===== src/rtl/lut_rom_arb.sv =====
// lut_rom_arb: round-robin arbiter giving up to NUM_REQ requesters access to
// a dual-port, 1-cycle-latency LUT ROM. Two grants per cycle (port A, port B),
// responses return one cycle after the grant and are routed back by a tag.
// Optional build macro: LUT_ROM_ARB_STATS_EN adds a saturating stall counter.
module lut_rom_arb #(
    parameter int NUM_REQ    = 4,
    parameter int ADDR_W     = 12,
    parameter int DATA_WIDTH = 32
) (
    input  logic                          clk,
    input  logic                          rst,
    input  logic                          en,
    input  logic [NUM_REQ-1:0]            req_valid,
    input  logic [NUM_REQ*ADDR_W-1:0]     req_addr,
    output logic [NUM_REQ-1:0]            req_ready,
    output logic [NUM_REQ-1:0]            rsp_valid,
    output logic [NUM_REQ*DATA_WIDTH-1:0] rsp_data,
    output logic [ADDR_W-1:0]             rom_addr_a,
    output logic [ADDR_W-1:0]             rom_addr_b,
    input  logic [DATA_WIDTH-1:0]         rom_dout_a,
    input  logic [DATA_WIDTH-1:0]         rom_dout_b,
    output logic                          busy,
    output logic [15:0]                   stall_cnt
);

    localparam int              PTR_W     = $clog2(NUM_REQ);
    localparam logic [PTR_W:0]  NUM_REQ_W = (PTR_W+1)'(NUM_REQ);

    logic [PTR_W-1:0] rr_ptr_q, rr_ptr_d;
    logic             tag_a_vld_q, tag_b_vld_q;
    logic [PTR_W-1:0] tag_a_idx_q, tag_b_idx_q;

    logic             grant_en;
    logic             gnt_a_vld, gnt_b_vld;
    logic [PTR_W-1:0] gnt_a_idx, gnt_b_idx;
    logic [PTR_W-1:0] last_idx;
    logic [PTR_W:0]   scan_sum;
    logic [PTR_W:0]   next_sum;

    // Grants are suppressed while disabled or held in reset.
    assign grant_en = en && !rst;

    // Scan from rr_ptr upward (wrapping); first valid takes port A, second port B.
    always_comb begin
        // NOTE: every variable gets a default before any conditional write, so no latch can be inferred.
        gnt_a_vld = 1'b0;
        gnt_a_idx = '0;
        gnt_b_vld = 1'b0;
        gnt_b_idx = '0;
        scan_sum  = '0;
        for (int k = 0; k < NUM_REQ; k++) begin
            scan_sum = {1'b0, rr_ptr_q} + (PTR_W+1)'(k);
            if (scan_sum >= NUM_REQ_W) begin
                scan_sum = scan_sum - NUM_REQ_W;
            end
            if (grant_en && req_valid[scan_sum[PTR_W-1:0]]) begin
                if (!gnt_a_vld) begin
                    gnt_a_vld = 1'b1;
                    gnt_a_idx = scan_sum[PTR_W-1:0];
                end else if (!gnt_b_vld) begin
                    gnt_b_vld = 1'b1;
                    gnt_b_idx = scan_sum[PTR_W-1:0];
                end
            end
        end
    end

    // Pointer moves just past the last granted requester; holds when idle.
    always_comb begin
        last_idx = gnt_b_vld ? gnt_b_idx : gnt_a_idx;
        next_sum = {1'b0, last_idx} + (PTR_W+1)'(1);
        if (next_sum == NUM_REQ_W) begin
            next_sum = '0;
        end
        rr_ptr_d = gnt_a_vld ? next_sum[PTR_W-1:0] : rr_ptr_q;
    end

    // Decode grants into per-requester ready and ROM port addresses (0 when unused).
    always_comb begin
        req_ready  = '0;
        rom_addr_a = '0;
        rom_addr_b = '0;
        for (int i = 0; i < NUM_REQ; i++) begin
            if (gnt_a_vld && gnt_a_idx == PTR_W'(i)) begin
                req_ready[i] = 1'b1;
                rom_addr_a   = req_addr[i*ADDR_W +: ADDR_W];
            end
            if (gnt_b_vld && gnt_b_idx == PTR_W'(i)) begin
                req_ready[i] = 1'b1;
                rom_addr_b   = req_addr[i*ADDR_W +: ADDR_W];
            end
        end
    end

    // Round-robin pointer and per-port response tags.
    always_ff @(posedge clk or posedge rst) begin
        // NOTE: sequential state uses non-blocking assignments so every flop samples pre-edge values.
        if (rst) begin
            rr_ptr_q    <= '0;
            tag_a_vld_q <= 1'b0;
            tag_a_idx_q <= '0;
            tag_b_vld_q <= 1'b0;
            tag_b_idx_q <= '0;
        end else begin
            rr_ptr_q    <= rr_ptr_d;
            tag_a_vld_q <= gnt_a_vld;
            tag_a_idx_q <= gnt_a_idx;
            tag_b_vld_q <= gnt_b_vld;
            tag_b_idx_q <= gnt_b_idx;
        end
    end

    // Route ROM read data back to the tagged requesters; zero elsewhere.
    always_comb begin
        rsp_valid = '0;
        rsp_data  = '0;
        for (int i = 0; i < NUM_REQ; i++) begin
            if (tag_a_vld_q && tag_a_idx_q == PTR_W'(i)) begin
                rsp_valid[i]                         = 1'b1;
                rsp_data[i*DATA_WIDTH +: DATA_WIDTH] = rom_dout_a;
            end
            if (tag_b_vld_q && tag_b_idx_q == PTR_W'(i)) begin
                rsp_valid[i]                         = 1'b1;
                rsp_data[i*DATA_WIDTH +: DATA_WIDTH] = rom_dout_b;
            end
        end
    end

    assign busy = tag_a_vld_q || tag_b_vld_q;

`ifdef LUT_ROM_ARB_STATS_EN
    logic [15:0] stall_cnt_q;
    logic        stall_hit;

    assign stall_hit = en && |(req_valid & ~req_ready);

    // Count enabled cycles where some request was left waiting; saturates.
    always_ff @(posedge clk or posedge rst) begin
        if (rst) begin
            stall_cnt_q <= '0;
        end else if (stall_hit && stall_cnt_q != 16'hFFFF) begin
            stall_cnt_q <= stall_cnt_q + 16'd1;
        end
    end

    assign stall_cnt = stall_cnt_q;
`else
    assign stall_cnt = '0;
`endif

endmodule

===== config.mk =====
export PLATFORM = sky130hd
export DESIGN_NAME = lut_rom_arb
export DESIGN_NICKNAME = d
export VERILOG_FILES = /design/src/rtl/lut_rom_arb.sv
export SDC_FILE = /design/constraint.sdc
export NUM_CORES = 1
export LEC_CHECK = 0
export CAP_MARGIN = 20
export CELL_PAD_IN_SITES_DETAIL_PLACEMENT = 1
export CELL_PAD_IN_SITES_GLOBAL_PLACEMENT = 2
export CORE_MARGIN = 2
export CORE_UTILIZATION = 16
export DETAILED_ROUTE_END_ITERATION = 16
export GPL_ROUTABILITY_DRIVEN = 0
export MAX_ROUTING_LAYER = met4
export PLACE_DENSITY = 0.95
export SYNTH_ARGS = -nofsm -noshare
export SYNTH_HDL_FRONTEND = slang
export SYNTH_SLANG_ARGS = --single-unit

===== constraint.sdc =====
create_clock -name clk -period 5 [get_ports clk]
set_input_delay 0.5 -clock clk [delete_from_list [all_inputs] [get_ports clk]]
set_output_delay 0.5 -clock clk [all_outputs]
set_load 0.01 [all_outputs]

==> results.txt <==
height of the die - 148 um
number of placed instances with taps included - 972
number of unique standard cell types used by synthesis - 62
largest fanout of any net on the critical path - 23
Finish-stage setup viols - 0
static leakage - 0.00245 uW
largest cells by area after synthesis - sky130_fd_sc_hd__a22o_1 (34%), sky130_fd_sc_hd__nand2_1 (6.8%), sky130_fd_sc_hd__dfrtp_1 (6.0%)
DR WL met2 - 9310 um
ys async rst share - 100%
PwrDens - 185 mW/mm2
overall routed net length - 18700 um
Pint - 645 uW
cts bufs inserted - 3
sum of negative setup slack - 0 ps
dominant register cell in the synthesized netlist - sky130_fd_sc_hd__dfrtp_1
multi-input logic area - 0.00281 mm2
Relative slew margins - 43.8%
number of diodes - 0
fin nets - 829
Worst Hold Class - primary input to async pin
detail-routed via count per cell - 5.08
initial standard-cell utilization of the core - 16.4%
CP startpoint kind - flip-flop
wire length on met1 - 7720 um
clock tree from TritonCTS - built
pin count of the biggest net entering global routing - 35
total of max-cap violations - 0
Post-route DRC - 0
library cell used as clock root buffer - sky130_fd_sc_hd__clkbuf_16
initial antenna violation count - 0
Boundary Pins - 296
total global-route track usage - 15.9%
storage element area - 200 um2
type of the setup path with the least slack - flip-flop to output port
clock sink count - 8
CTS Hold Bufs - 0
vias in the first global route - 4916
share of layout cells above drive strength 1 - 6.66%
wire length of the first global-routing pass - 27600 um
Final Hold Viols - 0
length in cells of the worst reg-to-reg path - 8
result of the run - complete, no violations
combinational share of power - 76.8%
worst clock skew on the final layout - 1.49 ps
Synth top area share - 33.7%
post-route insts no fill - 976
core outline area - 0.0203 mm2
CTS HTree Levels - 1
worst-skew pair later-pin latency - 230 ps
PostCTS Resize Cnt - 0
post-CTS repair timing setup buffer count - 0
portion of total power attributed to sequential cells - 11.9%
count of TritonRoute iterations in the first routing pass - 4
capturing element type of the critical path - output port
power dissipated by switching net loads - 539 uW
Post-synth EDFFs - 0
highest metal used - met4
Via Count - 4960
routed length on met3 - 1450 um
remaining antenna violation count - 0
RSZ-0062 raised after global routing - false
clock tree buffer depth - 2
starting DRC count in detailed routing - 232
final critical-path share of the clock period - 87.8%
Die Width - 148 um
Required @ worst endpoint - 4500 ps
Mean Syn Cell Area - 7.27 um2
largest area contributor in the synthesized netlist - sky130_fd_sc_hd__a22o_1
maximum VDD drop - 0.101 mV
WP data arrival - 3890 ps
slack of the worst reg-to-reg path - 2020 ps
routed length per instance - 19.2 um
Yosys Warn Count - 0
Overflow after GRT - 0
hpwl dp - 14200 um
fill cell count - 2446
share of synthesized area occupied by flip-flops and latches - 6.02%
max-slew violation total from the final report - 0
clock-pin slew on the worst setup and hold paths - 40 ps
Tightest Pin Transition - 843 ps
synthesized instance count - 457
Area growth syn-to-layout - 92.5%
maximum clock frequency - 228 MHz
final core area utilization - 31.5%
net switching fraction of the power - 45.5%
flip-flop and latch count after synthesis - 8
summed instance area of the synthesized netlist - 0.00332 mm2
Final min period - 4390 ps
buffers added on ports - 279
part of the power in the clock network - 11.3%
overall die area - 0.0219 mm2
number of core rows - 52
-- Yosys cell counts, types with 3 or more instances --
cell type	number
sky130_fd_sc_hd__clkbuf_1	34
sky130_fd_sc_hd__o22ai_1	3
sky130_fd_sc_hd__nor3_1	4
sky130_fd_sc_hd__a21oi_1	31
sky130_fd_sc_hd__nand2_1	60
sky130_fd_sc_hd__nor2_1	19
sky130_fd_sc_hd__or3b_1	3
sky130_fd_sc_hd__o21ai_0	7
sky130_fd_sc_hd__nand3b_1	8
sky130_fd_sc_hd__buf_2	11
sky130_fd_sc_hd__dfrtp_1	8
sky130_fd_sc_hd__o21a_1	15
sky130_fd_sc_hd__mux2i_1	17
sky130_fd_sc_hd__inv_1	6
sky130_fd_sc_hd__buf_6	4
sky130_fd_sc_hd__nor3b_1	5
sky130_fd_sc_hd__a22o_1	128
sky130_fd_sc_hd__nand2b_1	4
sky130_fd_sc_hd__o21ai_1	3
sky130_fd_sc_hd__buf_4	18
sky130_fd_sc_hd__a221o_1	12
-- power groups by stage --
stage,combinational [uW],clock [uW],sequential [uW]
after floorplan,533,0,95.4
after global placement,901,0,138
after detailed placement,909,0,139
after CTS,915,137,140
after global routing,982,141,146
final,909,134,141
-- metrics by stage --
step	instance area [um2]	total power [uW]	hold slack, ps	setup WS (ps)
after floorplan	3380	628	324	2020
after global placement	6310	1040	906	733
after detailed placement	6310	1050	924	690
after CTS	6390	1190	681	586
after global routing	6400	1270	732	279
final	6400	1180	673	610
-- cells in the final DEF, fill, tap and decap left out, drive strengths merged, types with 3 or more instances in the layout --
master         synthesis  routed
conb                   1      16
buf                   33      19
nand2b                 5       5
clkdlybuf4s50          0     279
o21a                  15      15
nand2                 60      60
a21oi                 31      31
clkbuf                34       3
a22o                 128     128
nor3                   4       4
o22ai                  3       3
mux2i                 18      18
a211oi                 4       4
inv                    8       8
nor2                  19      19
a221o                 12      12
nand3b                 8       8
o21ai                 11      11
or2                    3       3
dfrtp                  8       8
or3b                   4       4
nor3b                  5       5
-- registers in the layout, summed over array words and instances (netlist names) --
name         cells
tag_b_idx_q      2
tag_b_vld_q      1
rr_ptr_q         2
tag_a_idx_q      2
tag_a_vld_q      1
-- kinds of logic (layout without fill, tap and decap cells) --
group / count (synthesis) / in the layout / share of synthesized area [%]
AOI/OAI and AO/OA: 224 / 224 / 55.0
xor gates and xnor gates: 3 / 3 / 0.791
adders and majority gates: 3 / 3 / 1.05
buffers and inverters: 76 / 310 / 11.9
DFF: 8 / 8 / 6.02
muxes: 21 / 21 / 7.23
other: 1 / 16 / 0.113
and+or+nand+nor: 121 / 121 / 17.8
-- cell type report --
cell class              count  share of cell area, %
flip-flops and latches      8                   3.13
clock buffers               3                   1.17
inverters                   9                  0.528
repair buffers            298                   45.9
multi-input cells         388                   44.0
well taps                 270                   5.28
-- final timing paths --
| kind | start | to |
|---|---|---|
| max | rr_ptr_q[0] | rom_addr_b[4] |
| min | rst | tag_b_idx_q[0] |
| max reg2reg | rr_ptr_q[0] | rr_ptr_q[1] |
| min reg2reg | rr_ptr_q[1] | rr_ptr_q[1] |
| max in group asynchronous | rst | rr_ptr_q[0] |
| min in group clk | rr_ptr_q[1] | rr_ptr_q[1] |
-- metal layers --
metal,vias to the layer above,global-route usage (%)
met1,2429,19.0
met3,23,2.88
met2,243,28.2
met4,0,2.95
met5,-,-
li1,2265,-
-- critical path: stages, from the launching register on --
cell                              delay, ps
sky130_fd_sc_hd__dfrtp_1                880
sky130_fd_sc_hd__mux4_2                 620
sky130_fd_sc_hd__nand2_1                110
sky130_fd_sc_hd__a41oi_1                180
sky130_fd_sc_hd__a211oi_1               460
sky130_fd_sc_hd__and2_1                 580
sky130_fd_sc_hd__a221o_1                250
sky130_fd_sc_hd__clkdlybuf4s50_1        550
Note: power is estimated with default switching activity, not from simulation.
